<file path="src/rtl/movement_pkg.sv">
// Shared state encoding and direction-word field positions for movement_stepper.
package movement_pkg;

  typedef enum logic [1:0] {
    S_IDLE   = 2'd0,
    S_STEP_X = 2'd1,
    S_STEP_Y = 2'd2,
    S_DONE   = 2'd3
  } state_e;

  // direction = {sign_x, mag_x[MAG_W-1:0], sign_y, mag_y[MAG_W-1:0]}
  function automatic int sign_x_pos(input int mag_w);
    return 2 * mag_w + 1;
  endfunction

  function automatic int mag_x_lsb(input int mag_w);
    return mag_w + 1;
  endfunction

  function automatic int sign_y_pos(input int mag_w);
    return mag_w;
  endfunction

endpackage

</file>
<file path="src/rtl/movement_stepper_axis.sv">
// Per-axis remaining-step down-counter with load, decrement and zero/last flags.
module movement_stepper_axis #(
  parameter int MAG_W = 2
) (
  input  logic             clk,
  input  logic             reset_n,
  input  logic             load_i,
  input  logic [MAG_W-1:0] load_val_i,
  input  logic             dec_i,
  output logic             zero_o,
  output logic             last_o
);

  localparam logic [MAG_W-1:0] ONE = MAG_W'(1);

  logic [MAG_W-1:0] cnt_q, cnt_d;

  always_comb begin
    cnt_d = cnt_q;
    if (load_i)
      cnt_d = load_val_i;
    else if (dec_i && (cnt_q != '0))
      cnt_d = cnt_q - ONE;
  end

  always_ff @(posedge clk or posedge reset_n) begin
    if (reset_n) cnt_q <= '0;
    else         cnt_q <= cnt_d;
  end

  assign zero_o = (cnt_q == '0);
  assign last_o = (cnt_q == ONE);

endmodule

</file>
<file path="src/rtl/movement_stepper.sv">
// Direction word to interleaved X/Y unit-step pulse train, one move per accepted move_clk.
// Optional MOVEMENT_STEPPER_DROP_CNT_EN adds a saturating dropped-tick counter on drop_count.
//
// state    | meaning
// S_IDLE   | waiting for move_clk; latches magnitudes and signs on a tick
// S_STEP_X | issuing one X step per cycle (frozen while hold)
// S_STEP_Y | issuing one Y step per cycle (frozen while hold)
// S_DONE   | one-cycle done pulse, then back to S_IDLE
module movement_stepper
  import movement_pkg::*;
#(
  parameter  int MAG_W = 2,
  localparam int DIR_W = 2 * (MAG_W + 1)
) (
  input  logic             clk,
  input  logic             reset_n,
  input  logic             move_clk,
  input  logic [DIR_W-1:0] direction,
  input  logic             hold,
  output logic             step_x,
  output logic             step_y,
  output logic             sign_x,
  output logic             sign_y,
  output logic             busy,
  output logic             done,
  output logic             dropped,
`ifdef MOVEMENT_STEPPER_DROP_CNT_EN
  output logic [7:0]       drop_count,
`endif
  output logic [1:0]       state
);

  localparam int SX  = sign_x_pos(MAG_W);
  localparam int MXL = mag_x_lsb(MAG_W);
  localparam int SY  = sign_y_pos(MAG_W);

  state_e state_q, state_d;
  logic   sign_x_q, sign_x_d, sign_y_q, sign_y_d;
  logic   load, dec_x, dec_y;
  logic   x_zero, x_last, y_zero, y_last;

  logic [MAG_W-1:0] mag_x, mag_y;
  assign mag_x = direction[MXL +: MAG_W];
  assign mag_y = direction[0 +: MAG_W];

  movement_stepper_axis #(.MAG_W(MAG_W)) u_axis_x (
    .clk(clk), .reset_n(reset_n), .load_i(load), .load_val_i(mag_x),
    .dec_i(dec_x), .zero_o(x_zero), .last_o(x_last)
  );

  movement_stepper_axis #(.MAG_W(MAG_W)) u_axis_y (
    .clk(clk), .reset_n(reset_n), .load_i(load), .load_val_i(mag_y),
    .dec_i(dec_y), .zero_o(y_zero), .last_o(y_last)
  );

  always_comb begin
    state_d  = state_q;
    sign_x_d = sign_x_q;
    sign_y_d = sign_y_q;
    load     = 1'b0;
    dec_x    = 1'b0;
    dec_y    = 1'b0;
    case (state_q)
      S_IDLE: begin
        if (move_clk) begin
          load     = 1'b1;
          sign_x_d = direction[SX];
          sign_y_d = direction[SY];
          if (mag_x != '0)      state_d = S_STEP_X;
          else if (mag_y != '0) state_d = S_STEP_Y;
          else                  state_d = S_DONE;
        end
      end
      // Counter is non-zero here, so "last" means it reaches zero after this step.
      S_STEP_X: begin
        if (!hold) begin
          dec_x = 1'b1;
          if (!y_zero)      state_d = S_STEP_Y;
          else if (!x_last) state_d = S_STEP_X;
          else              state_d = S_DONE;
        end
      end
      S_STEP_Y: begin
        if (!hold) begin
          dec_y = 1'b1;
          if (!x_zero)      state_d = S_STEP_X;
          else if (!y_last) state_d = S_STEP_Y;
          else              state_d = S_DONE;
        end
      end
      S_DONE:  state_d = S_IDLE;
      default: state_d = S_IDLE;
    endcase
  end

  always_ff @(posedge clk or posedge reset_n) begin
    if (reset_n) begin
      state_q  <= S_IDLE;
      sign_x_q <= 1'b0;
      sign_y_q <= 1'b0;
    end else begin
      state_q  <= state_d;
      sign_x_q <= sign_x_d;
      sign_y_q <= sign_y_d;
    end
  end

  assign step_x  = (state_q == S_STEP_X) && !hold;
  assign step_y  = (state_q == S_STEP_Y) && !hold;
  assign busy    = (state_q == S_STEP_X) || (state_q == S_STEP_Y);
  assign done    = (state_q == S_DONE);
  assign dropped = move_clk && (state_q != S_IDLE);
  assign sign_x  = sign_x_q;
  assign sign_y  = sign_y_q;
  assign state   = state_q;

`ifdef MOVEMENT_STEPPER_DROP_CNT_EN
  logic [7:0] drop_cnt_q, drop_cnt_d;

  assign drop_cnt_d = (dropped && (drop_cnt_q != 8'hFF)) ? drop_cnt_q + 8'd1 : drop_cnt_q;

  always_ff @(posedge clk or posedge reset_n) begin
    if (reset_n) drop_cnt_q <= 8'd0;
    else         drop_cnt_q <= drop_cnt_d;
  end

  assign drop_count = drop_cnt_q;
`endif

endmodule

</file>
<file path="config.mk">
export PLATFORM = sky130hd
export DESIGN_NAME = movement_stepper
export DESIGN_NICKNAME = d
export VERILOG_FILES = /design/src/rtl/movement_pkg.sv /design/src/rtl/movement_stepper_axis.sv /design/src/rtl/movement_stepper.sv
export SDC_FILE = /design/constraint.sdc
export NUM_CORES = 1
export LEC_CHECK = 0
export CELL_PAD_IN_SITES_DETAIL_PLACEMENT = 1
export CELL_PAD_IN_SITES_GLOBAL_PLACEMENT = 2
export CORE_MARGIN = 5
export CORE_UTILIZATION = 28
export CTS_BUF_LIST = sky130_fd_sc_hd__clkbuf_8
export DETAILED_ROUTE_END_ITERATION = 8
export PLACE_DENSITY = 0.88
export SYNTH_ARGS = -nofsm -noshare
export SYNTH_HDL_FRONTEND = slang
export SYNTH_SLANG_ARGS = --single-unit
</file>
<file path="constraint.sdc">
create_clock -name clk -period 1.75 [get_ports clk]
set_clock_uncertainty 0.1 [all_clocks]
set_input_delay 0.175 -clock clk [delete_from_list [all_inputs] [get_ports clk]]
set_output_delay 0.175 -clock clk [all_outputs]
set_load 0.02 [all_outputs]
</file>
==> metrics.md <==
| Metric | Value |
|---|---|
| Die Area | ~3100 um^2 |
| Largest net degree at the start of global routing | 9 |
| Dpl cell area | around 860 um^2 |
| Cells after Synth | 60 |
| Final net count | 110 |
| Vias in the first global route | 578 |
| Final Instance Area | 902 um^2 |
| Mean Syn Cell Area | 9.86 um^2 |
| Power Dens Cells | 1770 nW/um^2 |
| Reg2Reg Setup Slack | 0.13 ns |
| Area grow syn2layout | 52.4% |
| Synthesized flop and latch total | 8 |
| Worst reg2reg path endpoint | u_axis_x.cnt_q[1] |
| CTS Buffer Depth | 2 |
| Status | finished, final reports clean |
| Clk_lat worst skew | 0.23 ns |
| # clock sinks | 8 |
| Total power | 1.60 mW |
| Drt wl/cell | 12.7 um |
| Setup crit start | state[0] |
| Crit end category | output port |
| Num rows | 16 |
| Core area | 1980 um^2 |
| Hpwl dp | 1250 um |
| Slew headroom | 79.6% |
| Crit path kind | reg2out |
| Distinct cell type count after synthesis | 19 |
| WL final | 1460 um |
| Clk slew on worst S/H paths | 0.04 ns |
| DRT antenna net count | 0 |
| Syn nets | 80 |
| IO Pins | 19 |
| Req. time, crit path | about 1.5 ns |
| Layout cells sized above 1 | 23.9% |
| Total track usage | between 10% and 20% |
| Initial Util | 29.9% |
| Mapped Area | 592 um^2 |
| Crit path capture | step_y |
| Final min period | 1.66 ns |
| Commonest non-fill, non-tap cell in the layout | clkdlybuf4s50_1 |
| Final Worst Setup Slack | 0.0881 ns |
| Max-cap viol count | 0 |
| I/O Buffers | 18 |
| Vias | 527 |
| Residual DRC | 0 |
| Commonest non-fill, non-tap cells in the layout | clkdlybuf4s50_1, ha_1, inv_1, dfrtp_1 |
| Fin. max-slew vios | 0 |
| Post-CTS Setup Inserts | 0 |
| Reg2reg path depth | 6 |
| Hold Path Class | in2async |
| Worst-Margin Slew | between 0.3 and 0.4 ns |
| Final setup fails | 0 |
| Util after Layout | 45.5% |
| Htree depth | 1 |
| Minimum hold slack | between 0.08 and 0.09 ns |
| Post-cts repair resize count | 5 |
| Seq/Total Area, Yosys | 33.8% |
| First-pass GRT wire length | around 2500 um |
| Cells after DPL | 112 |
| Reg-to-Reg Start | state[1] |
| CTS root buf | clkbuf_8 |
| Worst EP arrival | around 1.4 ns |
| Inserted Diodes | 0 |
| CTS Buf Count | 3 |
| Initial antenna violation count | 0 |
| Final hold violation count | 0 |
| RSZ-0062 raised after global routing | false |
| GRT Residual Overflow | 0 |
| Critical path peak fanout | 3 |
| Highest Clock Rate | 0.602 GHz |
| Ys Warns | 0 |
| Drt first pass iters | 1 |
| Hold Buf Count CTS | 0 |
| Die height | 56.0 um |
| CP startpoint kind | register |
| Vias/cell | about 4.6 |
| Maximum vdd ir drop | between 0.8 and 0.9 mV |
| Non-Filler Instances | 115 |
| Setup TNS | 0 ns |
| TritonCTS clock tree | built |
| Leakage | 0.434 nW |
| Drt initial violations | 0 |
| Die width | 56.0 um |
| Routability-driven placement congestion ratio | slightly below 0.7 |
| Pre-CTS setup slack | 0.0324 ns |
| Fin crit share | between 90% and 100% |
-- sequential cells by signal, indices dropped and copies added (netlist names) --
signal / cells
sign_x: 1
sign_y: 1
state: 2
u_axis_x.cnt_q: 2
u_axis_y.cnt_q: 2
-- cell usage after synthesis --
| library cell | n | share of area [%] |
|---|---|---|
| nand2b_1 | 1 | 1.1 |
| o21ai_2 | 1 | 1.5 |
| a21oi_1 | 7 | 5.9 |
| nand2_1 | 1 | 0.63 |
| dfrtp_1 | 8 | 34 |
| o211ai_1 | 1 | 1.3 |
| a22oi_1 | 1 | 1.3 |
| inv_2 | 1 | 0.63 |
| xnor2_1 | 2 | 3.0 |
| ha_1 | 10 | 21 |
| nor3b_2 | 2 | 4.2 |
| nand2_2 | 1 | 1.1 |
| nor2b_1 | 1 | 1.1 |
| mux2_2 | 4 | 7.6 |
| a22o_1 | 2 | 3.0 |
| o21ai_0 | 2 | 1.7 |
| nor2_1 | 5 | 3.2 |
| and2b_2 | 2 | 3.0 |
| inv_1 | 8 | 5.1 |
-- cells by family after synthesis --
family	share of synthesized area, %
compound gates	14.6
xor+xnor	2.96
fa+ha+maj	21.1
buf+inv	5.71
flops	33.8
mux	7.61
simple gates	14.2
-- metal layers --
metal  share of wire (%)  track usage (%)  routed length, um
met3                 8.7             4.87                127
met4                 2.5             7.12                 37
met2                  49             16.7                713
met5                   0                0                  0
met1                  40             10.9                579
-- where the power goes --
group	switching (mW)	internal (mW)	leakage [nW]
clock	0.0706	0.149	0.0216
combinational	0.522	0.509	0.320
sequential	0.0645	0.285	0.0931
total	0.657	0.943	0.434
-- area by class of cell --
cell class                      count  area [um^2]
Clock buffer                        3         41.3
Fill cell                         224         1080
Inverter                            9         33.8
Multi-Input combinational cell     43          364
Sequential cell                     8          200
Tap cell                           27         33.8
Timing Repair Buffer               25          229
-- worst min path at each step --
| stage | end | cells past startpoint | start |
|---|---|---|---|
| after CTS | sign_y | 2 | reset_n |
| after global placement | sign_x | 2 | reset_n |
| after detailed placement | sign_x | 2 | reset_n |
| final | sign_y | 2 | reset_n |
| after global routing | sign_y | 2 | reset_n |
| after floorplan | sign_x | 1 | reset_n |
-- worst max-delay path, cell delays in order (launching register included) --
cell and delay [ns]:
dfrtp_1 0.37, inv_1 0.09, ha_1 0.22, and2b_2 0.19, clkdlybuf4s15_1 0.28
Note: power is estimated with default switching activity, not from simulation.
==> variant 1: new RTL, config.mk and constraints unchanged <==
The option `MOVEMENT_STEPPER_DROP_CNT_EN` is turned on by a define.
--- a/src/rtl/movement_stepper.sv
+++ b/src/rtl/movement_stepper.sv
@@ -8,2 +8,4 @@
 // S_DONE   | one-cycle done pulse, then back to S_IDLE
+`define MOVEMENT_STEPPER_DROP_CNT_EN
+
 module movement_stepper
Formal check against the unedited RTL (old outputs only; new: drop_count): equivalent (equiv_simple and equiv_induct, registers matched by name and starting in step).
==> variant 1 against the unedited design <==
  * Total power rose by 55%
  * Sequential share of layout area up 5.9 points
  * Synthesized area rose by 64%
  * Sequential power up 97%
  * Wire length up 63%
  * Combinational power rose by 43%
  * Setup slack worse by 9.9 ps
  * Cell area up 59%
  * Sequential cell count increased by 8
  * Largest cell class unchanged
  * Highest routed layer unchanged
==> variant 1: results (changes against the unedited design) <==
outcome=finished clean (unchanged); routed wire length=2.38 mm (was 1.46 mm); worst slack, placed=-34.1 ps (was 32.4 ps); worst reg-to-reg setup slack=110 ps (was 130 ps); maximum vdd ir drop=0.635 mV (was 0.828 mV); post-CTS setup buffer count=0 (unchanged); critical path peak fanout=5 (was 3); Iter 0 DRT Violations=15 (was 0); CP max stage cell=dfrtp_2 (was dfrtp_1); Distinct cells, synth=27 (was 19); Layout Nets=157 (was 110); number of global-route vias before repair=867 (was 578); first-pass GRT wire length=3.93 mm (was 2.52 mm); die span in x=68.9 um (was 56.0 um); share of cells above drive strength 1=24.6% (was 23.9%); Worst R2R End=drop_count[7] (was u_axis_x.cnt_q[1]); post_cts resized=9 (was 5); Clk Latency, worst-skew pair=250 ps (was 230 ps); smallest hold slack=136 ps (was 89.9 ps); worst hold path type=in -> async (unchanged); crit-path max cell delay=400 ps (was 370 ps); total CTS buffers=3 (unchanged); P_leak=0.651 nW (was 0.434 nW); CP delay by family, top=buffers and inverters (was flip-flops); maximum root-to-sink buffer count=2 (unchanged); gr usage total=11.3% (was 10.5%); normalized max-slew margin=80.6% (was 79.6%); most area-consuming cells after synthesis=dfrtp_1 41%, ha_1 15%, mux2_2 5.8%, a21oi_1 4.1%, inv_1 3.9% (was dfrtp_1 34%, ha_1 21%, mux2_2 7.6%, a21oi_1 5.9%, inv_1 5.1%); Post-synth EDFFs=0 (unchanged); filler cell count=390 (was 224); Placer Congestion=0.789 (was 0.683); port bufs=26 (was 18); largest net degree at the start of global routing=17 (was 9); hpwl dp=1.96 mm (was 1.25 mm); Reg2Reg Depth=6 (unchanged); drt pass-1 iters=4 (was 1); Synth Flop Type=dfrtp_1 (unchanged); Reg clk slew, reported paths=60 ps (was 40 ps); Net Count, Synth=116 (was 80); Syn Area/Cell=10.3 um^2 (was 9.86 um^2); final non-filler cell total=180 (was 115); critical path type=reg -> out (unchanged); most common library cells after synthesis=16 x dfrtp_1, 12 x ha_1, 10 x inv_1 (was 10 x ha_1, 8 x dfrtp_1, 8 x inv_1); Final Cell Area=1430 um^2 (was 902 um^2); initial antenna violation count=0 (unchanged); register area share after synthesis=41.2% (was 33.8%); Vias=819 (was 527)
-- variant 1: worst max-delay path by stage --
stage	end	slack [ps]	depth (start not counted)
2_1_floorplan	drop_count[6]	-30	6
3_3_place_gp	dropped	-30	3
3_5_place_dp	dropped	-30	3
4_1_cts	step_y	40	4
5_1_grt	drop_count[7]	2	6
6_report	dropped	80	4
-- variant 1: tightest hold or removal path: stages --
cell and delay [ps]:
clkdlybuf4s50_1 400, inv_1 50, buf_4 230
-- variant 1: cells by family (layout without fill, tap and decap cells) --
| family | count (synthesis) | in the layout | share of synthesized area [%] |
|---|---|---|---|
| adders and majority gates | 12 | 12 | 15.5 |
| muxes | 8 | 8 | 9.15 |
| and+or+nand+nor | 25 | 25 | 14.6 |
| buffers and inverters | 10 | 50 | 3.87 |
| xor gates and xnor gates | 6 | 6 | 5.41 |
| AOI/OAI and AO/OA | 17 | 17 | 10.3 |
| DFF | 16 | 16 | 41.2 |
-- variant 1: layout make-up --
| class | count | area, um^2 | share of cell area (%) |
|---|---|---|---|
| tap | 46 | 57.6 | 4.01 |
| multi-input combinational | 68 | 559 | 39.0 |
| inverter | 10 | 37.5 | 2.62 |
| clock buffer | 4 | 55.1 | 3.84 |
| sequential | 16 | 403 | 28.1 |
| timing repair buffer | 36 | 322 | 22.4 |
-- variant 1: routing by layer --
| metal | vias up | track usage (%) | wire length, um |
|---|---|---|---|
| met1 | 391 | 14.2 | 1030 |
| met5 | - | 0 | 0 |
| met4 | 0 | 4.38 | 32 |
| met2 | 22 | 19.0 | 1200 |
| met3 | 3 | 2.27 | 117 |
| li1 | 403 | - | - |
-- variant 1: where the power goes --
group          internal (mW)  switching (mW)  leakage (nW)
Combinational          0.734           0.734         0.431
Clock                  0.200           0.128        0.0288
Sequential             0.541           0.149         0.191
Total                   1.48            1.01         0.651
==> variant 2: new RTL, same flow settings <==
Made on the original files. Register the inputs `direction` and `hold` before use, without a reset. The logic sees them one clock later. Comments in the files are not updated.
--- a/src/rtl/movement_stepper.sv
+++ b/src/rtl/movement_stepper.sv
@@ -36,2 +36,10 @@
 
+  logic [DIR_W-1:0] direction_q;
+  logic hold_q;
+
+  always_ff @(posedge clk) begin
+    direction_q <= direction;
+    hold_q      <= hold;
+  end
+
   state_e state_q, state_d;
@@ -42,4 +50,4 @@
   logic [MAG_W-1:0] mag_x, mag_y;
-  assign mag_x = direction[MXL +: MAG_W];
-  assign mag_y = direction[0 +: MAG_W];
+  assign mag_x = direction_q[MXL +: MAG_W];
+  assign mag_y = direction_q[0 +: MAG_W];
 
@@ -66,4 +74,4 @@
           load     = 1'b1;
-          sign_x_d = direction[SX];
-          sign_y_d = direction[SY];
+          sign_x_d = direction_q[SX];
+          sign_y_d = direction_q[SY];
           if (mag_x != '0)      state_d = S_STEP_X;
@@ -75,3 +83,3 @@
       S_STEP_X: begin
-        if (!hold) begin
+        if (!hold_q) begin
           dec_x = 1'b1;
@@ -83,3 +91,3 @@
       S_STEP_Y: begin
-        if (!hold) begin
+        if (!hold_q) begin
           dec_y = 1'b1;
@@ -107,4 +115,4 @@
 
-  assign step_x  = (state_q == S_STEP_X) && !hold;
-  assign step_y  = (state_q == S_STEP_Y) && !hold;
+  assign step_x  = (state_q == S_STEP_X) && !hold_q;
+  assign step_y  = (state_q == S_STEP_Y) && !hold_q;
   assign busy    = (state_q == S_STEP_X) || (state_q == S_STEP_Y);
Behaviour: not the same (Yosys sat finds a counterexample within 4 cycles, from zero or initial values and one cycle with reset_n high).
==> variant 2 against the unedited design <==
  * Critical path depth unchanged
  * Sequential cell count up 7
  * Worst hold slack worse by 16 ps
  * Setup slack better by 22 ps
  * Synthesized cell count up 12%
  * Critical path type unchanged
  * Cell area up 16%
  * First-iteration DRC count up 1
  * Wire length up 3.9%
  * Total power up 14%
  * Die area up 19%
  * Synthesized area up 24%
==> variant 2: results (changes against the unedited design) <==
drt wl/cell=12.0 um (was 12.7 um); Reg2Reg Depth=6 (unchanged); gr usage total=9.72% (was 10.5%); Worst R2R End=state[0] (was u_axis_x.cnt_q[1]); Worst setup startpoint=state[1] (was state[0]); worst reg-to-reg setup slack=between 100 and 150 ps; Worst-Margin Slew=320 ps (was 305 ps); cell-internal power=1.12 mW (was 0.943 mW); max reg flops=6; most area-consuming cells after synthesis=dfrtp_1 27%, dfxtp_1 19%, ha_1 17%, mux2_2 6.2%, a21oi_1 4.8% (was dfrtp_1 34%, ha_1 21%, mux2_2 7.6%, a21oi_1 5.9%, inv_1 5.1%); largest net degree at the start of global routing=10 (was 9); met1 global-route usage=11.0% (was 10.9%); sequential share of power=28.5% (was 21.8%); P_leak=0.494 nW (was 0.434 nW); Reg clk slew, reported paths=60 ps (was 40 ps); most common library cells after synthesis=10 x ha_1, 8 x dfrtp_1, 8 x inv_1 (unchanged); yosys warns=0 (unchanged); wl on met1=650 um (was 579 um); Net Count, Synth=87 (was 80); Distinct cells, synth=20 (was 19); worst hold path type=in -> async (unchanged); post-synthesis async set-or-reset flop share=53.3% (was 100%); first-pass GRT wire length=2.56 mm (was 2.52 mm); Hold-fix buffers, CTS=0 (unchanged); number of global-route vias before repair=595 (was 578); initial antenna violation count=0 (unchanged); post_cts resized=5 (unchanged); Critical Path AT=1370 ps (was 1390 ps); outcome=finished clean (unchanged); DRT antenna net count=0 (unchanged); met3 WL post-DR=106 um (was 127 um); max layer used=met4 (unchanged); drt pass-1 iters=2 (was 1); htree depth=1 (unchanged); M2 GR Usage=16.0% (was 16.7%); share of cells above drive strength 1=25.0% (was 23.9%); Placer Congestion=0.771 (was 0.683); register area share after synthesis=46.5% (was 33.8%); Avg Vias per Cell=4.44 (was 4.58); Clk Latency, worst-skew pair=250 ps (was 230 ps); critical path peak fanout=3 (unchanged); Sw Share=38.7% (was 41.1%); Gate power share=56.4% (was 64.4%); port bufs=18 (unchanged); filler cell count=296 (was 224); met3 Use GR=2.52% (was 4.87%); root buffer cell=clkbuf_8 (unchanged); hpwl dp=1.29 mm (was 1.25 mm); met2 wire length=722 um (was 713 um); Worst setup endpoint=step_x (was step_y); maximum root-to-sink buffer count=2 (unchanged); Most flops, register=direction_q; post-CTS setup buffer count=0 (unchanged); Iter 0 DRT Violations=1 (was 0); Layout Nets=117 (was 110); maximum vdd ir drop=0.812 mV (was 0.828 mV)
-- variant 2: cell count changes in the layout (fill, tap and decap cells not counted) --
| cell | change |
|---|---|
| dfxtp_1 | +7 |
| clkbuf_2 | +2 |
| clkdlybuf4s15_1 | -1 |
| clkinv_2 | +1 |
| dlygate4sd2_1 | -1 |
-- variant 2: how the worst min path moves through the flow --
stage / endpoint / slack [ps] / cells past startpoint / startpoint
2_1_floorplan: sign_x / -110 / 1 / reset_n
3_3_place_gp: sign_y / 340 / 1 / direction_q[2]
3_5_place_dp: sign_x / 360 / 2 / reset_n
4_1_cts: sign_x / 90 / 2 / reset_n
5_1_grt: sign_x / 120 / 2 / reset_n
6_report: sign_x / 70 / 2 / reset_n
-- variant 2: worst max-delay path: stages, from the launching register on --
cell and delay, ps:
dfrtp_1 370, inv_1 90, ha_1 190, and2b_2 190, clkdlybuf4s15_1 280
-- variant 2: area by class of cell --
| class | instances | area [um^2] | share of cell area (%) |
|---|---|---|---|
| Clock inverter | 1 | 5.00 | 0.480 |
| Timing Repair Buffer | 25 | 220 | 21.1 |
| Tap cell | 30 | 37.5 | 3.60 |
| Inverter | 9 | 33.8 | 3.24 |
| Multi-Input combinational cell | 43 | 364 | 34.9 |
| Clock buffer | 3 | 41.3 | 3.96 |
| Sequential cell | 15 | 340 | 32.7 |
-- variant 2: cell families after synthesis --
group	synth area share (%)
buf+inv	4.62
flops	46.5
compound gates	11.8
fa+ha+maj	17.1
mux	6.15
simple gates	11.5
xor+xnor	2.39
-- variant 2: stage by stage --
step	std cells	setup WS (ps)	instance area [um^2]
floorplan	67	142	732
global placement	121	80.1	995
detailed placement	121	8.73	995
CTS	125	19.9	1030
global route	126	15.4	1040
finish	126	110	1040
